### src/rtl/img2col_ctrl_pkg.sv
// Shared definitions for the img2col layer controller: field widths, FSM
// state encoding, config/derived payload structs and the legality check.
package img2col_ctrl_pkg;

    // Raw layer configuration widths
    localparam int unsigned TENSOR_W   = 8;
    localparam int unsigned KERNEL_W   = 4;
    localparam int unsigned CHANNELS_W = 8;
    localparam int unsigned STRIDE_W   = 4;
    localparam int unsigned KNUMS_W    = 8;

    // Serial-to-parallel lane count and the width of a remainder modulo it
    localparam int unsigned S2P_SIZE = 4;
    localparam int unsigned REM_W    = 2;

    // Derived config widths, matching the img2col datapath inputs
    localparam int unsigned OFS_W   = 8;
    localparam int unsigned TMS_W   = 12;
    localparam int unsigned WW_W    = 16;
    localparam int unsigned BUF_T_W = 14;
    localparam int unsigned BUF_W_W = 7;
    localparam int unsigned SROW_W  = 8;
    localparam int unsigned SCH_W   = 16;
    localparam int unsigned PERF_W  = 32;

    // Smallest legal values of the zero-checked config fields
    localparam int unsigned MIN_STRIDE   = 1;
    localparam int unsigned MIN_KERNEL   = 1;
    localparam int unsigned MIN_CHANNELS = 1;
    localparam int unsigned MIN_KNUMS    = 1;

    typedef enum logic [2:0] {
        ST_IDLE = 3'd0,
        ST_CALC = 3'd1,
        ST_PREP = 3'd2,
        ST_RUN  = 3'd3,
        ST_DONE = 3'd4
    } state_e;

    typedef struct packed {
        logic [TENSOR_W-1:0]   tensor;
        logic [KERNEL_W-1:0]   kernel;
        logic [CHANNELS_W-1:0] channels;
        logic [STRIDE_W-1:0]   stride;
        logic [KNUMS_W-1:0]    knums;
    } layer_cfg_t;

    typedef struct packed {
        logic [KERNEL_W-1:0] kernel;
        logic [STRIDE_W-1:0] stride;
        logic [TMS_W-1:0]    t_mul_s;
        logic [OFS_W-1:0]    ofs;
        logic [REM_W-1:0]    t_len_rem;
        logic [BUF_T_W-1:0]  buf_t;
        logic [SROW_W-1:0]   srow;
        logic [SCH_W-1:0]    sch;
        logic [BUF_W_W-1:0]  buf_w;
        logic [WW_W-1:0]     w_width;
        logic [REM_W-1:0]    kn_rem;
        logic [REM_W-1:0]    w_rem;
    } derived_t;

    // A config is runnable when no divisor/size is zero and the kernel fits
    function automatic logic cfg_legal(input layer_cfg_t c);
        return (c.stride   >= STRIDE_W'(MIN_STRIDE))
            && (c.kernel   >= KERNEL_W'(MIN_KERNEL))
            && (TENSOR_W'(c.kernel) <= c.tensor)
            && (c.channels >= CHANNELS_W'(MIN_CHANNELS))
            && (c.knums    >= KNUMS_W'(MIN_KNUMS));
    endfunction

endpackage

### src/rtl/img2col_ctrl_div.sv
// Iterative subtract divider: one subtraction per cycle after start_i.
// Ports: start_i loads dividend/divisor; abort_i cancels; quotient_o holds
// the result; valid_c is high (combinationally) in the cycle the remainder
// drops below the divisor, after which the unit idles holding quotient_o.
// A zero divisor never completes; the caller must not start with one.
module img2col_ctrl_div
    import img2col_ctrl_pkg::*;
(
    input  logic                clk,
    input  logic                rst,
    input  logic                start_i,
    input  logic                abort_i,
    input  logic [TENSOR_W-1:0] dividend_i,
    input  logic [STRIDE_W-1:0] divisor_i,
    output logic [TENSOR_W-1:0] quotient_o,
    output logic                valid_c
);

    logic [TENSOR_W-1:0] rem_q, rem_d;
    logic [TENSOR_W-1:0] div_q, div_d;
    logic [TENSOR_W-1:0] quot_q, quot_d;
    logic                run_q, run_d;

    assign valid_c    = run_q && (rem_q < div_q);
    assign quotient_o = quot_q;

    // Next-state: load, subtract-and-count, or stop
    always_comb begin
        rem_d  = rem_q;
        div_d  = div_q;
        quot_d = quot_q;
        run_d  = run_q;
        if (abort_i) begin
            run_d = 1'b0;
        end else if (start_i) begin
            rem_d  = dividend_i;
            div_d  = TENSOR_W'(divisor_i);
            quot_d = '0;
            run_d  = 1'b1;
        end else if (run_q) begin
            if (valid_c) begin
                run_d = 1'b0;
            end else begin
                rem_d  = rem_q - div_q;
                quot_d = quot_q + TENSOR_W'(1);
            end
        end
    end

    always_ff @(posedge clk or posedge rst) begin
        if (rst) begin
            rem_q  <= '0;
            div_q  <= '0;
            quot_q <= '0;
            run_q  <= 1'b0;
        end else begin
            rem_q  <= rem_d;
            div_q  <= div_d;
            quot_q <= quot_d;
            run_q  <= run_d;
        end
    end

endmodule

### src/rtl/img2col_ctrl.sv
// img2col layer controller: validates a layer config, derives the img2col
// addressing parameters, enables the datapath and waits for both of its
// completion pulses.
// Inputs : clk, rst (async, active-high), start, abort, raw layer config
//          (tensor_size, kernel_size, channels, stride, kernel_nums),
//          tensor_done / weight_done from the datapath.
// Outputs: enable (RUN only), registered derived config, busy, done and
//          cfg_err pulses.
// Build option: IMG2COL_CTRL_PERF_EN adds perf_cycles, the saturating RUN
//          cycle count of the last job.
module img2col_ctrl
    import img2col_ctrl_pkg::*;
(
    input  logic                  clk,
    input  logic                  rst,
    input  logic                  start,
    input  logic                  abort,
    input  logic [TENSOR_W-1:0]   tensor_size,
    input  logic [KERNEL_W-1:0]   kernel_size,
    input  logic [CHANNELS_W-1:0] channels,
    input  logic [STRIDE_W-1:0]   stride,
    input  logic [KNUMS_W-1:0]    kernel_nums,
    input  logic                  tensor_done,
    input  logic                  weight_done,
    output logic                  enable,
    output logic [KERNEL_W-1:0]   kernel_size_o,
    output logic [STRIDE_W-1:0]   stride_o,
    output logic [TMS_W-1:0]      t_mul_s,
    output logic [OFS_W-1:0]      out_feature_size,
    output logic [REM_W-1:0]      img2col_t_length_rem,
    output logic [BUF_T_W-1:0]    buffer_row_nums_t,
    output logic [SROW_W-1:0]     switch_row_add_nums,
    output logic [SCH_W-1:0]      switch_channel_add_nums,
    output logic [BUF_T_W-1:0]    buffer_col_nums,
    output logic [BUF_W_W-1:0]    buffer_row_nums_w,
    output logic [WW_W-1:0]       img2col_w_width,
    output logic [REM_W-1:0]      kernel_nums_rem,
    output logic [REM_W-1:0]      img2col_w_width_rem,
    output logic                  busy,
    output logic                  done,
    output logic                  cfg_err
`ifdef IMG2COL_CTRL_PERF_EN
    ,
    output logic [PERF_W-1:0]     perf_cycles
`endif
);

    localparam int unsigned WWF_W = 2 * KERNEL_W + CHANNELS_W;

    state_e     state_q, state_d;
    layer_cfg_t cfg_q, cfg_d, cfg_in;
    derived_t   der_q, der_d, der_calc;
    logic       tflag_q, tflag_d, wflag_q, wflag_d;
    logic       busy_q, busy_d, enable_q, enable_d;
    logic       done_q, done_d, cfg_err_q, cfg_err_d;
    logic       legal_in, accept;
    logic [TENSOR_W-1:0] quot;
    logic                div_valid_c;

    assign cfg_in   = '{tensor: tensor_size, kernel: kernel_size, channels: channels,
                        stride: stride, knums: kernel_nums};
    assign legal_in = cfg_legal(cfg_in);
    assign accept   = (state_q == ST_IDLE) && start && legal_in;

    // (tensor - kernel) / stride, started from the raw inputs on acceptance
    img2col_ctrl_div u_div (
        .clk        (clk),
        .rst        (rst),
        .start_i    (accept),
        .abort_i    (abort && (state_q == ST_CALC)),
        .dividend_i (tensor_size - TENSOR_W'(kernel_size)),
        .divisor_i  (stride),
        .quotient_o (quot),
        .valid_c    (div_valid_c)
    );

    // Derived parameters: full-width products, truncated on assignment
    logic [TENSOR_W:0]                ofs_full;
    logic [TENSOR_W+STRIDE_W-1:0]     tms_full;
    logic [2*KERNEL_W-1:0]            ksq_full;
    logic [WWF_W-1:0]                 ww_full;
    logic [WWF_W:0]                   ww_ceil;
    logic [KNUMS_W:0]                 kn_ceil;
    logic [2*OFS_W-1:0]               ofs_sq;
    logic [TENSOR_W-1:0]              srow_full;
    logic [2*TENSOR_W-1:0]            sch_full;

    always_comb begin
        ofs_full  = (TENSOR_W+1)'(quot) + (TENSOR_W+1)'(1);
        tms_full  = (TENSOR_W+STRIDE_W)'(cfg_q.tensor) * (TENSOR_W+STRIDE_W)'(cfg_q.stride);
        ksq_full  = (2*KERNEL_W)'(cfg_q.kernel) * (2*KERNEL_W)'(cfg_q.kernel);
        ww_full   = WWF_W'(ksq_full) * WWF_W'(cfg_q.channels);
        ww_ceil   = (WWF_W+1)'(ww_full) + (WWF_W+1)'(S2P_SIZE - 1);
        kn_ceil   = (KNUMS_W+1)'(cfg_q.knums) + (KNUMS_W+1)'(S2P_SIZE - 1);
        srow_full = cfg_q.tensor - TENSOR_W'(cfg_q.kernel);
        sch_full  = (2*TENSOR_W)'(cfg_q.tensor) * (2*TENSOR_W)'(srow_full);

        der_calc.kernel  = cfg_q.kernel;
        der_calc.stride  = cfg_q.stride;
        der_calc.ofs     = OFS_W'(ofs_full);
        der_calc.t_mul_s = TMS_W'(tms_full);
        der_calc.w_width = WW_W'(ww_full);
        der_calc.buf_t   = BUF_T_W'(ww_ceil / (WWF_W+1)'(S2P_SIZE));
        der_calc.w_rem   = REM_W'(ww_full % WWF_W'(S2P_SIZE));
        der_calc.buf_w   = BUF_W_W'(kn_ceil / (KNUMS_W+1)'(S2P_SIZE));
        der_calc.kn_rem  = REM_W'(cfg_q.knums % KNUMS_W'(S2P_SIZE));
        ofs_sq           = (2*OFS_W)'(der_calc.ofs) * (2*OFS_W)'(der_calc.ofs);
        der_calc.t_len_rem = REM_W'(ofs_sq % (2*OFS_W)'(S2P_SIZE));
        der_calc.srow    = SROW_W'(srow_full);
        der_calc.sch     = SCH_W'(sch_full);
    end

    // FSM next-state and registered-output decode
    always_comb begin
        state_d   = state_q;
        cfg_d     = cfg_q;
        der_d     = der_q;
        tflag_d   = 1'b0;
        wflag_d   = 1'b0;
        cfg_err_d = 1'b0;
        case (state_q)
            ST_IDLE: begin
                if (start) begin
                    cfg_d = cfg_in;
                    if (legal_in) state_d = ST_CALC;
                    else          cfg_err_d = 1'b1;
                end
            end
            ST_CALC: begin
                if (abort)            state_d = ST_IDLE;
                else if (div_valid_c) state_d = ST_PREP;
            end
            ST_PREP: begin
                if (abort) begin
                    state_d = ST_IDLE;
                end else begin
                    state_d = ST_RUN;
                    der_d   = der_calc;
                end
            end
            ST_RUN: begin
                // Flags are registered, so DONE follows one cycle after both are set
                if (abort) begin
                    state_d = ST_IDLE;
                end else if (tflag_q && wflag_q) begin
                    state_d = ST_DONE;
                end else begin
                    tflag_d = tflag_q | tensor_done;
                    wflag_d = wflag_q | weight_done;
                end
            end
            ST_DONE: state_d = ST_IDLE;
            default: state_d = ST_IDLE;
        endcase
        busy_d   = (state_d != ST_IDLE);
        enable_d = (state_d == ST_RUN);
        done_d   = (state_d == ST_DONE);
    end

    always_ff @(posedge clk or posedge rst) begin
        if (rst) begin
            state_q   <= ST_IDLE;
            cfg_q     <= '0;
            der_q     <= '0;
            tflag_q   <= 1'b0;
            wflag_q   <= 1'b0;
            busy_q    <= 1'b0;
            enable_q  <= 1'b0;
            done_q    <= 1'b0;
            cfg_err_q <= 1'b0;
        end else begin
            state_q   <= state_d;
            cfg_q     <= cfg_d;
            der_q     <= der_d;
            tflag_q   <= tflag_d;
            wflag_q   <= wflag_d;
            busy_q    <= busy_d;
            enable_q  <= enable_d;
            done_q    <= done_d;
            cfg_err_q <= cfg_err_d;
        end
    end

`ifdef IMG2COL_CTRL_PERF_EN
    // RUN-cycle counter, cleared on an accepted start, saturating
    logic [PERF_W-1:0] perf_q, perf_d;

    always_comb begin
        perf_d = perf_q;
        if (accept)
            perf_d = '0;
        else if ((state_q == ST_RUN) && (perf_q != {PERF_W{1'b1}}))
            perf_d = perf_q + PERF_W'(1);
    end

    always_ff @(posedge clk or posedge rst) begin
        if (rst) perf_q <= '0;
        else     perf_q <= perf_d;
    end

    assign perf_cycles = perf_q;
`endif

    assign enable                  = enable_q;
    assign busy                    = busy_q;
    assign done                    = done_q;
    assign cfg_err                 = cfg_err_q;
    assign kernel_size_o           = der_q.kernel;
    assign stride_o                = der_q.stride;
    assign t_mul_s                 = der_q.t_mul_s;
    assign out_feature_size        = der_q.ofs;
    assign img2col_t_length_rem    = der_q.t_len_rem;
    assign buffer_row_nums_t       = der_q.buf_t;
    assign buffer_col_nums         = der_q.buf_t;
    assign switch_row_add_nums     = der_q.srow;
    assign switch_channel_add_nums = der_q.sch;
    assign buffer_row_nums_w       = der_q.buf_w;
    assign img2col_w_width         = der_q.w_width;
    assign kernel_nums_rem         = der_q.kn_rem;
    assign img2col_w_width_rem     = der_q.w_rem;

endmodule

### config.mk
export PLATFORM = sky130hd
export DESIGN_NAME = img2col_ctrl
export DESIGN_NICKNAME = d
export VERILOG_FILES = /design/src/rtl/img2col_ctrl_pkg.sv /design/src/rtl/img2col_ctrl_div.sv /design/src/rtl/img2col_ctrl.sv
export SDC_FILE = /design/constraint.sdc
export NUM_CORES = 1
export LEC_CHECK = 0
export ABC_AREA = 1
export BUFFER_PORTS_ARGS = -buffer_cell sky130_fd_sc_hd__buf_2
export CORE_ASPECT_RATIO = 0.7
export CORE_MARGIN = 4
export CORE_UTILIZATION = 60
export DETAILED_ROUTE_END_ITERATION = 16
export PLACE_DENSITY = 0.82
export SLEW_MARGIN = 20
export SYNTH_ARGS = -nofsm -noshare
export SYNTH_HDL_FRONTEND = slang
export SYNTH_SLANG_ARGS = --single-unit
export TNS_END_PERCENT = 10
### constraint.sdc
create_clock -name clk -period 7.7 [get_ports clk]
set_input_delay 1.155 -clock clk [delete_from_list [all_inputs] [get_ports clk]]
set_output_delay 1.155 -clock clk [all_outputs]
set_load 0.03 [all_outputs]
==> results of run 1 <==
-- flip-flops by register name (all words and copies together), names as in the netlist, 7 cells and up --
register / cells
switch_channel_add_nums: 16
out_feature_size: 8
cfg_q: 32
u_div.quotient_o: 8
u_div.rem_q: 8
buffer_col_nums: 14
t_mul_s: 12
buffer_row_nums_w: 7
switch_row_add_nums: 8
img2col_w_width: 16
-- worst reg2reg max path, delay by kind of cell, from the launching register on --
kind	cells	cell delay, ps
compound gates	2	400
xor+xnor	1	510
flops	1	640
buf+inv	6	390
fa+ha+maj	6	2850
simple gates	13	1320
-- cell usage in the layout (no fill, tap or decap), types with 5 or more instances in the layout --
cell,instances
fa_1,81
inv_6,7
buf_2,149
nand4_1,20
o31ai_1,7
o21ai_0,88
dfrtp_1,153
o21ai_1,9
a31oi_1,5
ha_1,110
inv_1,276
nand2_1,442
clkbuf_16,17
nor3_1,6
o211ai_1,5
nor2_1,147
a21oi_1,31
nand3_1,62
xnor2_1,10
xor2_1,21
inv_2,5
-- path summary, 6_finish.rpt --
path	start	to
worst max-delay path	cfg_q[20]	buffer_col_nums[13]
worst min-delay path	t_mul_s[11]	t_mul_s[11]
max in group asynchronous	rst	cfg_q[21]
worst min register to register	t_mul_s[11]	t_mul_s[11]
worst max register to register	cfg_q[20]	buffer_col_nums[13]
min in group asynchronous	rst	cfg_q[2]
-- cell type report --
type,instances,share of cell area (%)
Multi-Input combinational cell,1082,51.66
Sequential cell,153,28.12
Inverter,283,7.840
Timing Repair Buffer,153,5.699
Clock buffer,18,3.226
Tap cell,270,2.482
Clock inverter,13,0.9651
-- cell families (layout without fill, tap and decap cells) --
| kind of cell | after synthesis | after routing | share of synthesized area [%] |
|---|---|---|---|
| xor gates and xnor gates | 31 | 31 | 2.220 |
| buffers and inverters | 344 | 467 | 11.34 |
| other | 1 | 1 | 0.03066 |
| AOI/OAI and AO/OA | 157 | 157 | 7.017 |
| and+or+nand+nor | 702 | 702 | 23.58 |
| adders and majority gates | 191 | 191 | 24.51 |
| DFF | 153 | 153 | 31.30 |
-- per-stage QoR --
step / setup WS, ps / hold WS, ps
final: 1443 / 480.7
after global routing: 1001 / 500.1
after CTS: 1504 / 483.4
after detailed placement: 1545 / 463.9
after global placement: 1781 / 459.2
after floorplan: 2244 / 449.1
-- layer usage --
layer,GRT usage (%),up-vias
met5,0,-
met3,5.768,41
met4,6.540,0
met2,41.03,404
met1,38.95,4914
li1,-,5083
==> results.yml, run 1 <==
logic_synthesis:
  async_flop_share_pct: 100.0
  ys_ff_latch: 153
  ys_top_cells_by_area: "dfrtp_1 31%, nand2_1 14%, fa_1 13%, ha_1 11%, inv_1 8.5%"
  yosys.area.top_type: "dfrtp_1"
  synth_top_area_share_pct: 31.30
  synthDistinctLibCells: 43
  synth_area_per_cell_um2: 7.747
  synth_flop_cell: "dfrtp_1"
  ys_top_cells_by_count: "442 x nand2_1, 278 x inv_1, 153 x dfrtp_1"
  ys_warn_count: 0
  synth-edff-count: 0
  yosysSeqAreaShare_pct: 31.30
  syn-num-nets: 1808
  synth.most_common_cell: "nand2_1"
  synthesis.area_um2: 12230
  netlist_instances: 1579
floorplan:
  coreArea_um2: 19910
  dieArea_um2: 22770
  rows: 43
  die_w_um: 178.7
  initial_core_util_pct: 61.45
  ios: 151
  die_height_um: 127.5
worst_setup_path:
  cpMaxStageDelayCell: "dfrtp_1"
  cp_data_required_time_ps: 8010
  crit_path_frequent_cell: "nand2_1"
  critical_path_class: "flop to flop"
  worst-path-stages: 28
  crit_family: "adder cells"
  start_kind: "flop"
  critPathMaxFanout: 15
  reg2reg_depth: 28
  worstPathArrival_ps: 6560
  cp-end-kind: "flop"
  rrSetupSlack_ps: 1440
  crit_buf_inv: 6
  max_stage_delay_ps: 640
sta:
  clock_skew_ps: 9.588
  rsz0062_at_grt: "no"
  post-route-period-util_pct: 81.26
  fin_setup_tns_ps: 0
  maxSlewViolCount: 0
  post-route-min-period_ps: 6257
  setup_viol: 0
  relSlewSlack_pct: 40.65
  hold_viol_final: 0
  fmax_ghz: 0.1598
  max_slew.worst_pin.slew_ps: 890.2
clock_network:
  clock-root-buffer: "clkbuf_16"
  clkLatencyLatePin_ps: 430
  hold_buffers: 0
  post_cts_resized: 0
  cts_setup_buffers: 0
  cts_buffer_depth: 2
  cts_tree: "built"
  path_clk_slew_ps: 70
  numCtsBuffers: 17
  htreeDepth: 4
  cts.sinks: 153
cells_and_area:
  fill_cells: 1632
  area_growth_syn_to_layout_pct: 11.29
  multi_input_comb_area_um2: 7033
  design_area_um2: 13610
  regArea_um2: 3829
  nets: 1919
  post-route-util_pct: 68.38
  layout-drive-gt1-share_pct: 12.40
  fin_cells: 1972
  diodes: 0
grt:
  antenna_found_initial: 0
  grt_pass1_vias: 10410
  grt.overflow.total: 0
  grt.total_usage_pct: 26.68
  grt_pass1_wl_um: 49550
  grt_max_degree: 94
routing:
  drtIter0Drc: 703
  finalWirelength_um: 29490
  drt-wirelength-per-cell_um: 14.95
  vias: 10440
  route.antenna.remaining_nets: 0
  dr_wl_met3_um: 2486
  met2WireLength_um: 12970
  route.detailed.drc: 0
  detail_route.vias_per_cell: 5.295
  dr.pass1.iters: 7
  top_layer: "met4"
  wirelength_met1_um: 13550
run_status:
  status: "completed"
min_path:
  hp-class: "flop to flop"
  holdPathStages: 2
placement:
  gp_congestion: 0.9740
  hpwl_um: 22410
  placed_cells: 1941
  portBuffers: 149
  place_area_um2: 13040
job:
  cap_violations: 0
Power of run 1 is left out: the tool's default activity adds up to more than one toggle a clock period on the data nets, which glitch-free logic cannot reach.
==> run 2, diff against run 1 <==
==> constraint.sdc (replaced) <==
create_clock -name clk -period 6 [get_ports clk]
set_input_delay 0.9 -clock clk [delete_from_list [all_inputs] [get_ports clk]]
set_output_delay 0.9 -clock clk [all_outputs]
set_load 0.03 [all_outputs]
==> results.yml, run 2 (synthesis results as in run 1) <==
run_status:
  status: "completed"
cells_and_area:
  area_growth_syn_to_layout_pct: 12.49
  layout-drive-gt1-share_pct: 13.32
  largest_reg_flops: 32
  fin_cells: 1982
  design_area_um2: 13760
  layout_commonest_cell: "nand2_1"
  layout_common_cells: "442 x nand2_1, 274 x inv_1, 151 x dfrtp_1, 149 x buf_2, 145 x nor2_1"
  regMostFlops: "cfg_q"
  nets: 1928
  diodes: 0
sta:
  setup_viol: 0
  maxSlewViolCount: 0
  relSlewSlack_pct: 30.50
  hold_viol_final: 0
  max_slew.worst_pin.slew_ps: 1042
  fmax_ghz: 0.1760
  clock_skew_ps: 10.73
  post-route-min-period_ps: 5682
  post-route-period-util_pct: 94.69
job:
  cap_violations: 0
placement:
  place_area_um2: 13100
  placed_cells: 1948
  portBuffers: 149
  hpwl_um: 22800
  gp_congestion: 0.9514
worst_setup_path:
  critical_path_class: "flop to flop"
  max_stage_delay_ps: 540
  setup.worst_path.start: "cfg_q[21]"
  start_kind: "flop"
  reg2reg_from: "cfg_q[21]"
  crit_family: "adder cells"
  worstPathArrival_ps: 6000
  critPathMaxFanout: 6
  cpMaxStageDelayCell: "fa_1"
  crit_path_frequent_cell: "nand2_1"
  crit_buf_inv: 6
  cp-end-kind: "flop"
  cp_data_required_time_ps: 6320
clock_network:
  path_clk_slew_ps: 70
  cts_buffer_depth: 2
  clock-root-buffer: "clkbuf_16"
  numCtsBuffers: 17
  htreeDepth: 4
  clkLatencyLatePin_ps: 440
  cts_tree: "built"
  hold_buffers: 0
  cts.sinks: 153
floorplan:
  dieArea_um2: 22770
  initial_core_util_pct: 61.45
  coreArea_um2: 19910
  ios: 151
  die_w_um: 178.7
  rows: 43
  die_height_um: 127.5
routing:
  route.antenna.remaining_nets: 0
  dr.pass1.iters: 5
  vias: 10460
  route.detailed.drc: 0
  drt-wirelength-per-cell_um: 15.01
  drtIter0Drc: 787
  finalWirelength_um: 29750
  detail_route.vias_per_cell: 5.280
grt:
  grt.total_usage_pct: 27.12
  grt.overflow.total: 0
  grt_busiest_layer: "met2"
  antenna_found_initial: 0
  grt_use_met2_pct: 41.72
  grtUsageMet1_pct: 40.10
  grtUsageMet3_pct: 5.206
  grt_pass1_wl_um: 49680
  grt_pass1_vias: 10140
  grt_max_degree: 110
min_path:
  hp-class: "flop to flop"
  hold_path.startpoint: "t_mul_s[3]"
[run 2: changes by cell type in the layout (fill, tap and decap cells not counted), sizes merged]
cell    before  now
buf        153  162
clkinv       4    3
bufinv       1    3
[run 2: final cells by class]
cell class                 instances  area, um2
clock inverter                    14      205.2
fill                            1632       6147
multi-input combinational       1082       7046
timing repair buffer             162      843.3
tap                              270      337.8
clock buffer                      18      429.2
sequential                       153       3831
inverter                         283       1067
[run 2: metal layers]
metal  share of wire [%]  vias to the layer above  wire (um)
li1                    -                     5094          -
met1                  47                     4911      14090
met2                  43                      411      12910
met3                 7.6                       48       2258
met4                 1.7                        0        504
met5                   0                        -          0
[run 2: path summary, 6_finish.rpt]
path | cells after the start | end | slack, ps
worst min register to register | 2 | t_mul_s[3] | 480
max in group asynchronous | 3 | cfg_q[21] | 4020
worst min-delay path | 2 | t_mul_s[3] | 480
worst max register to register | 28 | buffer_col_nums[13] | 320
worst max-delay path | 28 | buffer_col_nums[13] | 320
min in group asynchronous | 2 | cfg_q[2] | 650
[run 2: through the flow]
stage,setup slack (ps),hold slack [ps],setup TNS [ps],util (%)
floorplan,544.2,449.1,0,-
global placement,442.1,458.8,0,65.78
detailed placement,273.2,460.6,0,65.78
CTS,229.3,484.1,0,68.97
global route,-7.081,496.4,-7.081,69.12
finish,318.5,477.8,0,69.12
[run 2: what timing repair did]
action / CTS / global route
setup buffers: 0 / 2
resized for setup: 0 / 12
endpoints found under the setup margin: 0 / 8
[run 2: worst min-delay path: cells and delay by family (launching register included)]
kind | cells | cell delay, ps
AND/OR/NAND/NOR | 2 | 110
flip-flops | 1 | 340
Power of run 2 is left out for the same reason.
